==> src/rtl/mem_port_arbiter.sv <==
// Arbitrates one single-port memory between fetch (IF) and data (DM) requesters; each access takes LAT+3 cycles
// (IDLE, ISSUE, LAT-cycle WAIT, RESP). Define MEM_ARB_PERF_CNT_EN to add stall and forced-grant counters.
module mem_port_arbiter #(
  parameter int ADDR_W     = 10,
  parameter int LAT        = 1,
  parameter int MAX_STREAK = 4
) (
  input  logic              clk,
  input  logic              rstn,
  input  logic              if_req,
  input  logic [31:0]       if_addr,
  output logic [31:0]       if_rdata,
  output logic              if_ready,
  input  logic              dm_req,
  input  logic              dm_we,
  input  logic [31:0]       dm_addr,
  input  logic [31:0]       dm_wdata,
  input  logic [3:0]        dm_be,
  output logic [31:0]       dm_rdata,
  output logic              dm_ready,
  output logic              mem_en,
  output logic              mem_we,
  output logic [ADDR_W-1:0] mem_addr,
  output logic [31:0]       mem_wdata,
  output logic [3:0]        mem_be,
  input  logic [31:0]       mem_rdata,
  output logic              busy
`ifdef MEM_ARB_PERF_CNT_EN
  ,
  output logic [31:0]       if_stall_cnt,
  output logic [31:0]       dm_stall_cnt,
  output logic [31:0]       forced_if_cnt
`endif
);

  typedef enum logic [1:0] {S_IDLE, S_ISSUE, S_WAIT, S_RESP} state_t;

  localparam logic [3:0] LAT_M1 = 4'(LAT - 1);
  localparam logic [3:0] MAX_S  = 4'(MAX_STREAK);

  state_t              state_q, state_d;
  logic                owner_dm_q, owner_dm_d;
  logic [3:0]          streak_q, streak_d;
  logic [3:0]          wcnt_q, wcnt_d;
  logic                if_ready_q, if_ready_d;
  logic                dm_ready_q, dm_ready_d;
  logic                mem_en_q, mem_en_d;
  logic                mem_we_q, mem_we_d;
  logic                busy_q, busy_d;
  logic [31:0]         if_rdata_q, if_rdata_d;
  logic [31:0]         dm_rdata_q, dm_rdata_d;
  logic [ADDR_W-1:0]   mem_addr_q, mem_addr_d;
  logic [31:0]         mem_wdata_q, mem_wdata_d;
  logic [3:0]          mem_be_q, mem_be_d;
  logic                grant_dm;
  logic                unused_addr_bits;

  assign unused_addr_bits = ^{if_addr[31:ADDR_W+2], if_addr[1:0], dm_addr[31:ADDR_W+2], dm_addr[1:0]};

  always_comb begin
    state_d     = state_q;
    owner_dm_d  = owner_dm_q;
    streak_d    = streak_q;
    wcnt_d      = wcnt_q;
    if_ready_d  = 1'b0;
    dm_ready_d  = 1'b0;
    mem_en_d    = 1'b0;
    mem_we_d    = mem_we_q;
    if_rdata_d  = if_rdata_q;
    dm_rdata_d  = dm_rdata_q;
    mem_addr_d  = mem_addr_q;
    mem_wdata_d = mem_wdata_q;
    mem_be_d    = mem_be_q;
    // DM normally wins; IF is forced once DM has taken MAX_STREAK grants in a row while IF waited.
    grant_dm    = dm_req && !(if_req && (streak_q == MAX_S));

    case (state_q)
      S_IDLE: begin
        if (if_req || dm_req) begin
          state_d  = S_ISSUE;
          mem_en_d = 1'b1;
          if (grant_dm) begin
            owner_dm_d  = 1'b1;
            mem_addr_d  = dm_addr[ADDR_W+1:2];
            mem_wdata_d = dm_wdata;
            mem_be_d    = dm_be;
            mem_we_d    = dm_we;
            if (if_req && (streak_q != MAX_S)) begin
              streak_d = streak_q + 4'd1;
            end
          end else begin
            owner_dm_d = 1'b0;
            mem_addr_d = if_addr[ADDR_W+1:2];
            mem_be_d   = 4'hF;
            mem_we_d   = 1'b0;
            streak_d   = 4'd0;
          end
        end
      end
      S_ISSUE: begin
        state_d = S_WAIT;
        wcnt_d  = LAT_M1;
      end
      S_WAIT: begin
        if (wcnt_q == 4'd0) begin
          state_d    = S_RESP;
          if_ready_d = !owner_dm_q;
          dm_ready_d = owner_dm_q;
          if (!mem_we_q) begin
            if (owner_dm_q) dm_rdata_d = mem_rdata;
            else            if_rdata_d = mem_rdata;
          end
        end else begin
          wcnt_d = wcnt_q - 4'd1;
        end
      end
      S_RESP: begin
        state_d = S_IDLE;
      end
      default: begin
        state_d = S_IDLE;
      end
    endcase

    busy_d = (state_d != S_IDLE);
  end

  always_ff @(posedge clk or negedge rstn) begin
    if (!rstn) begin
      state_q     <= S_IDLE;
      owner_dm_q  <= 1'b1;
      streak_q    <= 4'd0;
      wcnt_q      <= 4'd0;
      if_ready_q  <= 1'b0;
      dm_ready_q  <= 1'b0;
      mem_en_q    <= 1'b0;
      mem_we_q    <= 1'b0;
      busy_q      <= 1'b0;
      if_rdata_q  <= 32'd0;
      dm_rdata_q  <= 32'd0;
      mem_addr_q  <= '0;
      mem_wdata_q <= 32'd0;
      mem_be_q    <= 4'd0;
    end else begin
      state_q     <= state_d;
      owner_dm_q  <= owner_dm_d;
      streak_q    <= streak_d;
      wcnt_q      <= wcnt_d;
      if_ready_q  <= if_ready_d;
      dm_ready_q  <= dm_ready_d;
      mem_en_q    <= mem_en_d;
      mem_we_q    <= mem_we_d;
      busy_q      <= busy_d;
      if_rdata_q  <= if_rdata_d;
      dm_rdata_q  <= dm_rdata_d;
      mem_addr_q  <= mem_addr_d;
      mem_wdata_q <= mem_wdata_d;
      mem_be_q    <= mem_be_d;
    end
  end

  assign if_rdata  = if_rdata_q;
  assign if_ready  = if_ready_q;
  assign dm_rdata  = dm_rdata_q;
  assign dm_ready  = dm_ready_q;
  assign mem_en    = mem_en_q;
  assign mem_we    = mem_we_q;
  assign mem_addr  = mem_addr_q;
  assign mem_wdata = mem_wdata_q;
  assign mem_be    = mem_be_q;
  assign busy      = busy_q;

`ifdef MEM_ARB_PERF_CNT_EN
  logic [31:0] if_stall_q, if_stall_d;
  logic [31:0] dm_stall_q, dm_stall_d;
  logic [31:0] forced_q, forced_d;
  logic        forced_grant;

  always_comb begin
    forced_grant = (state_q == S_IDLE) && if_req && dm_req && (streak_q == MAX_S);
    if_stall_d   = if_stall_q + {31'd0, if_req & ~if_ready_q};
    dm_stall_d   = dm_stall_q + {31'd0, dm_req & ~dm_ready_q};
    forced_d     = forced_q + {31'd0, forced_grant};
  end

  always_ff @(posedge clk or negedge rstn) begin
    if (!rstn) begin
      if_stall_q <= 32'd0;
      dm_stall_q <= 32'd0;
      forced_q   <= 32'd0;
    end else begin
      if_stall_q <= if_stall_d;
      dm_stall_q <= dm_stall_d;
      forced_q   <= forced_d;
    end
  end

  assign if_stall_cnt  = if_stall_q;
  assign dm_stall_cnt  = dm_stall_q;
  assign forced_if_cnt = forced_q;
`endif

endmodule

==> config.mk <==
export PLATFORM = sky130hd
export DESIGN_NAME = mem_port_arbiter
export DESIGN_NICKNAME = d
export VERILOG_FILES = /design/src/rtl/mem_port_arbiter.sv
export SDC_FILE = /design/constraint.sdc
export NUM_CORES = 1
export LEC_CHECK = 0
export ABC_AREA = 1
export CORE_MARGIN = 4
export CORE_UTILIZATION = 42
export DETAILED_ROUTE_END_ITERATION = 16
export PLACE_DENSITY = 0.93
export SLEW_MARGIN = 20
export SYNTH_ARGS = -nofsm -noshare
export SYNTH_HDL_FRONTEND = slang
export SYNTH_SLANG_ARGS = --single-unit
export TNS_END_PERCENT = 5
==> constraint.sdc <==
create_clock -name clk -period 1.7 [get_ports clk]
set_input_delay 0.34 -clock clk [delete_from_list [all_inputs] [get_ports clk]]
set_output_delay 0.34 -clock clk [all_outputs]
set_load 0.02 [all_outputs]
Word level (Yosys, flattened, before mapping)
Cells that the tools add are included.
- latch bits: 0
- register bits after elaboration: 126
- logic and storage cells: 58
- ROM bits: 0
- memory bits (writable): 0
- memories kept: 0
- bitwise logic cells: 2
- reduce and logical (&&, ||, !) cells: 16
- add/subtract/negate cells: 2
- order comparisons: 0
- shifts and indexed selects: 0
- muxes and demuxes: 17
- eq/ne operators: 7
- multipliers: 0
- divide/modulo/power cells: 0
- operator list (operator ; number):
    two-way mux 4 bit ; 4
    two-way mux 10 bit ; 1
    two-way mux 1 bit ; 8
    case mux 2 bit (4 select lines) ; 1
    case mux 4 bit (2 select lines) ; 1
    AND reduction 4 bit ; 2
    AND reduction 3 bit ; 2
    adder 4 x 1 -> 4 bit (second input constant) ; 1
    == test 2 bit (second input constant) ; 2
    == test 4 x 3 -> 1 bit (second input constant) ; 1
    zero test 4 bit ; 1
    two-way mux 2 bit ; 2
    != test 4 x 3 -> 1 bit (second input constant) ; 1
    AND reduction 2 bit ; 2
    nonzero test 2 bit ; 2
    subtractor 4 x 1 -> 4 bit (second input constant) ; 1
    logical AND 1 bit ; 3
    == test 2 x 1 -> 1 bit (second input constant) ; 1
    zero test 1 bit ; 2
    zero test 2 bit ; 1
    != test 2 x 1 -> 1 bit (second input constant) ; 1
    != test 2 bit (second input constant) ; 1
    NOT 1 bit ; 2
    logical OR 1 bit ; 1

Depth between registers and ports, before layout
- word-level depth: 6
- depth in mapped cells: 10
- mapped depth without buffers: 9

Worst setup path before layout
Ideal clock, no wire load.
- path type: reg-to-reg
- start point: register state_q[0]
- end point: register dm_rdata_q[10], in the netlist dm_rdata[10]
- clock period less this slack: 1431 ps
- path slack: 269 ps
- buffers on the path: 1
- arrival time: 1313 ps
- stages on the path, launching flop included: 9
- required time: 1582 ps
- cells stage by stage: dfrtp_1 > inv_1 > ha_1 > inv_2 > nor2_4 > nand2_4 > buf_6 > nand2_1 > o21ai_2
- word-level cells in the longest chain between the ends: 2
- ends and longest elaborated chain (item ; line ; source):
    start, declared ; 41 ; state_t state_q, state_d;
    start signal, assigned ; 145 ; state_q <= state_d;
    == test 2 bit ; 77 ; case (state_q)
    AND reduction 4 bit (no source line) ; -- ;
    end signal, assigned ; 155 ; dm_rdata_q <= dm_rdata_d;
    end, declared ; 51 ; logic [31:0] dm_rdata_q, dm_rdata_d;
Every way passes these cells.
A chain may end at the register's enable or synchronous reset.

Worst setup path in the final report
- start point: register wcnt_q[1]
- end point: register if_rdata_q[13], in the netlist if_rdata[13]
- word-level cells in the longest chain between the ends: 2
- ends and longest elaborated chain (item ; line ; source):
    start, declared ; 44 ; logic [3:0] wcnt_q, wcnt_d;
    start signal, assigned ; 148 ; wcnt_q <= wcnt_d;
    zero test 4 bit ; 105 ; if (wcnt_q == 4'd0) begin
    AND reduction 4 bit (no source line) ; -- ;
    end signal, assigned ; 154 ; if_rdata_q <= if_rdata_d;
    end, declared ; 50 ; logic [31:0] if_rdata_q, if_rdata_d;
Every way passes these cells.

==> results.yml <==
worst_setup_path:
  endpoint_kind: "flop"
  path_delay_family: "simple AND/OR/NAND/NOR gates"
  worst_path_max_delay_cell: "dfrtp_1"
  cp_cell_sequence: "inv_1 > ha_4 > nand3_4 > nor2_4 > nand2_4 > buf_12 > nand2_1 > o21ai_2"
  slowest_delay_ns: 0.38
  cp-start-kind: "flop"
  timing.critical_path.buf_inv: 2
  path_class: "reg2reg"
  cp.arrival_ns: 1.87
  required_ns: 1.98
  r2r_setup_slack_ns: 0.11
  r2r_end: "if_rdata[13]"
  reg2regPathDepth: 8
  rr_startpoint: "wcnt_q[1]"
  cp_max_fo: 34
logic_synthesis:
  synth_area_leaders: "dfrtp_1 (58%), nand2_1 (11%), o21ai_2 (8.7%)"
  synth_cells: 575
  syn-num-nets: 720
  ys_seq_area_share_pct: 57.99
  ys_ff_latch: 126
  synth_top_area_share_pct: 57.51
  yosys.area.top_type: "dfrtp_1"
  ys_types: 24
  syn_area_mm2: 0.005439
  ys_warn_count: 0
  avgSynthCellArea_um2: 9.459
global_routing:
  overflow: 0
  grt_max_degree: 56
  grt_pass1_vias: 4586
  met3_usage_pct: 7.057
  top_usage_layer: "met2"
  gr-usage-all-layers_pct: 19.43
  antenna_found_initial: 0
  met1_usage_pct: 21.78
  grt_pass1_wl_um: 22480
  use_met2_pct: 33.70
layout:
  instances_no_fill: 978
  drive_gt1_share_pct: 13.90
  finalInstanceArea_mm2: 0.008253
  multi_input_area_mm2: 0.001732
  area_delta_synth_final_pct: 51.74
  n_fill_cell: 1052
  layout.nets: 940
  finish.utilization_pct: 65.13
  n_antenna_cell: 0
  ff_latch_area_mm2: 0.003154
clock_network:
  clk_pin_slew_worst_paths_ns: 0.05
  insertion_delay_ns: 0.40
  clock_path_buffers: 2
  numCtsBuffers: 17
  clock_sinks: 126
  cts_tree: "built"
  root_buffer: "clkbuf_16"
  ctsHtreeMaxLevel: 4
routing:
  first_iter_violations: 220
  drc: 0
  first_pass_iters: 4
  drt_wl_total_um: 14330
  antenna_left: 0
  num_vias: 4506
  via_per_inst: 4.607
  route.detailed.wl_per_inst_um: 14.65
floorplan:
  die_h_um: 121.8
  ios: 252
  coreArea_mm2: 0.01267
  initial_utilization_pct: 42.92
  rows: 41
  die_w_um: 121.8
  dieArea_mm2: 0.01483
timing:
  finalHoldViolCount: 0
  relSlewSlack_pct: 68.20
  period_share_pct: 93.37
  fmax_ghz: 0.6300
  finalClockSkew_ns: 0.01106
  setup_viol: 0
  finalMaxSlewViolations: 0
  worst_pin_slew_ns: 0.4770
  fin_crit_ns: 1.587
placed_design:
  placed_area_mm2: 0.007736
  place_congestion: 0.8036
  place_hpwl_um: 10460
  placed_cells: 946
  port_buffers: 207
power_and_ir_drop:
  cellLeakagePower_nw: 4.423
  vdd.ir_drop.worst_v: 0.0009742
  total_power_w: 0.01586
  power_density_mw_per_mm2: 1921
status:
  outcome: "finished, final reports clean"
flow_run:
  cap_violations: 0
min_path:
  min_path_type: "in2async"
==> Yosys cell counts <==
library cell and instances:
dfrtp_1 125, or2_2 1, nand3_2 1, clkbuf_2 2, nand4_1 1, nand2_4 2, nor2_4 1, o21ai_2 54
o21ai_0 23, nand2_1 154, buf_6 12, inv_1 98, inv_2 3, o21ai_1 26, dfstp_2 1, xor2_1 2
clkbuf_1 2, buf_2 7, ha_1 8, buf_4 1, nand3_4 1, nor2_1 24, nand3b_1 1, nand3_1 25
==> worst register-to-register path, stage by stage, from the launching register on <==
cell     delay, ns
dfrtp_1       0.38
inv_1         0.11
ha_4          0.16
nand3_4       0.09
nor2_4        0.21
nand2_4       0.14
buf_12        0.21
nand2_1       0.11
o21ai_2       0.06
==> stage by stage <==
| step | setup slack [ns] | hold slack [ns] | TNS, ns |
|---|---|---|---|
| after detailed placement | -0.01081 | 0.3302 | -0.01081 |
| after global placement | 0.02351 | 0.3280 | 0 |
| after floorplan | 0.2688 | 0.04441 | 0 |
| final | 0.1127 | 0.4414 | 0 |
| after global routing | -0.0005158 | 0.4691 | -0.0005158 |
| after CTS | 0.0006628 | 0.4364 | 0 |
==> how the worst max path moves through the flow <==
stage                           start             to  slack, ns  cells after the start
final                       wcnt_q[1]   if_rdata[13]       0.11                      8
after global placement         dm_req    mem_addr[3]       0.02                      5
after floorplan            state_q[0]   dm_rdata[10]       0.27                      8
after CTS                 if_rdata[5]    if_rdata[5]     0.0007                      1
after global routing        wcnt_q[1]   if_rdata[13]    -0.0005                      8
after detailed placement       if_req  mem_wdata[16]      -0.01                      8
==> registers in the layout, summed over array words and instances (netlist names) <==
| name | count |
|---|---|
| if_rdata | 32 |
| if_ready | 1 |
| dm_ready | 1 |
| mem_en | 1 |
| wcnt_q | 4 |
| mem_addr | 10 |
| streak_q | 4 |
| state_q | 2 |
| busy | 1 |
| owner_dm_q | 1 |
| mem_wdata | 32 |
| dm_rdata | 32 |
| mem_be | 4 |
| mem_we | 1 |
==> report_power, final <==
group,internal (W),switching (W),leakage [nW]
logic,0.00280,0.00436,2.61
clock network,0.00225,0.00122,0.272
registers,0.00446,0.000768,1.54
==> kinds of logic after synthesis <==
group / Yosys count / share of synthesized area (%)
adder cells (fa/ha/maj): 8 / 1.840
AND/OR/NAND/NOR: 211 / 16.08
XOR/XNOR: 2 / 0.3221
AO/OA/AOI/OAI: 103 / 13.20
flip-flops: 126 / 57.99
buffers and inverters: 125 / 10.56
==> final cells by class <==
class / count / share of cell area (%)
clock buffers: 24 / 5.837
multi-input cells: 324 / 20.98
repair buffers: 225 / 26.73
clock inverters: 6 / 1.031
well taps: 172 / 2.608
flip-flops and latches: 126 / 38.22
inverters: 101 / 4.594
==> timing repair <==
action | CTS | global route
hold endpoints to repair | 28 | 0
pin swaps | 0 | 1
buffers inserted | 0 | 0
gates cloned | 0 | 1
hold buffers | 1 | 0
resized for setup | 107 | 15
endpoints found under the setup margin | 107 | 51
==> placed cells by master (no fill, tap or decap), types with 4 or more instances in the layout <==
cell type / Yosys / final
inv_1: 98 / 95
o21ai_0: 23 / 23
clkdlybuf4s50_1: 0 / 91
buf_4: 1 / 10
ha_1: 8 / 7
dfrtp_1: 125 / 125
clkbuf_16: 0 / 18
nand2_1: 154 / 154
o21ai_2: 54 / 54
nand3_1: 25 / 25
clkbuf_1: 2 / 4
dlygate4sd2_1: 0 / 107
inv_2: 3 / 6
dlymetal6s2s_1: 0 / 8
o21ai_1: 26 / 26
nor2_1: 24 / 24
buf_12: 0 / 6
==> metal layers <==
layer | vias up | wire [um] | share of wire [%]
met4 | 0 | 295 | 2.1
met2 | 168 | 7186 | 50
met3 | 22 | 1304 | 9.1
li1 | 2212 | - | -
met5 | - | 0 | 0
met1 | 2104 | 5539 | 39
(Power assumes the default switching activity.)
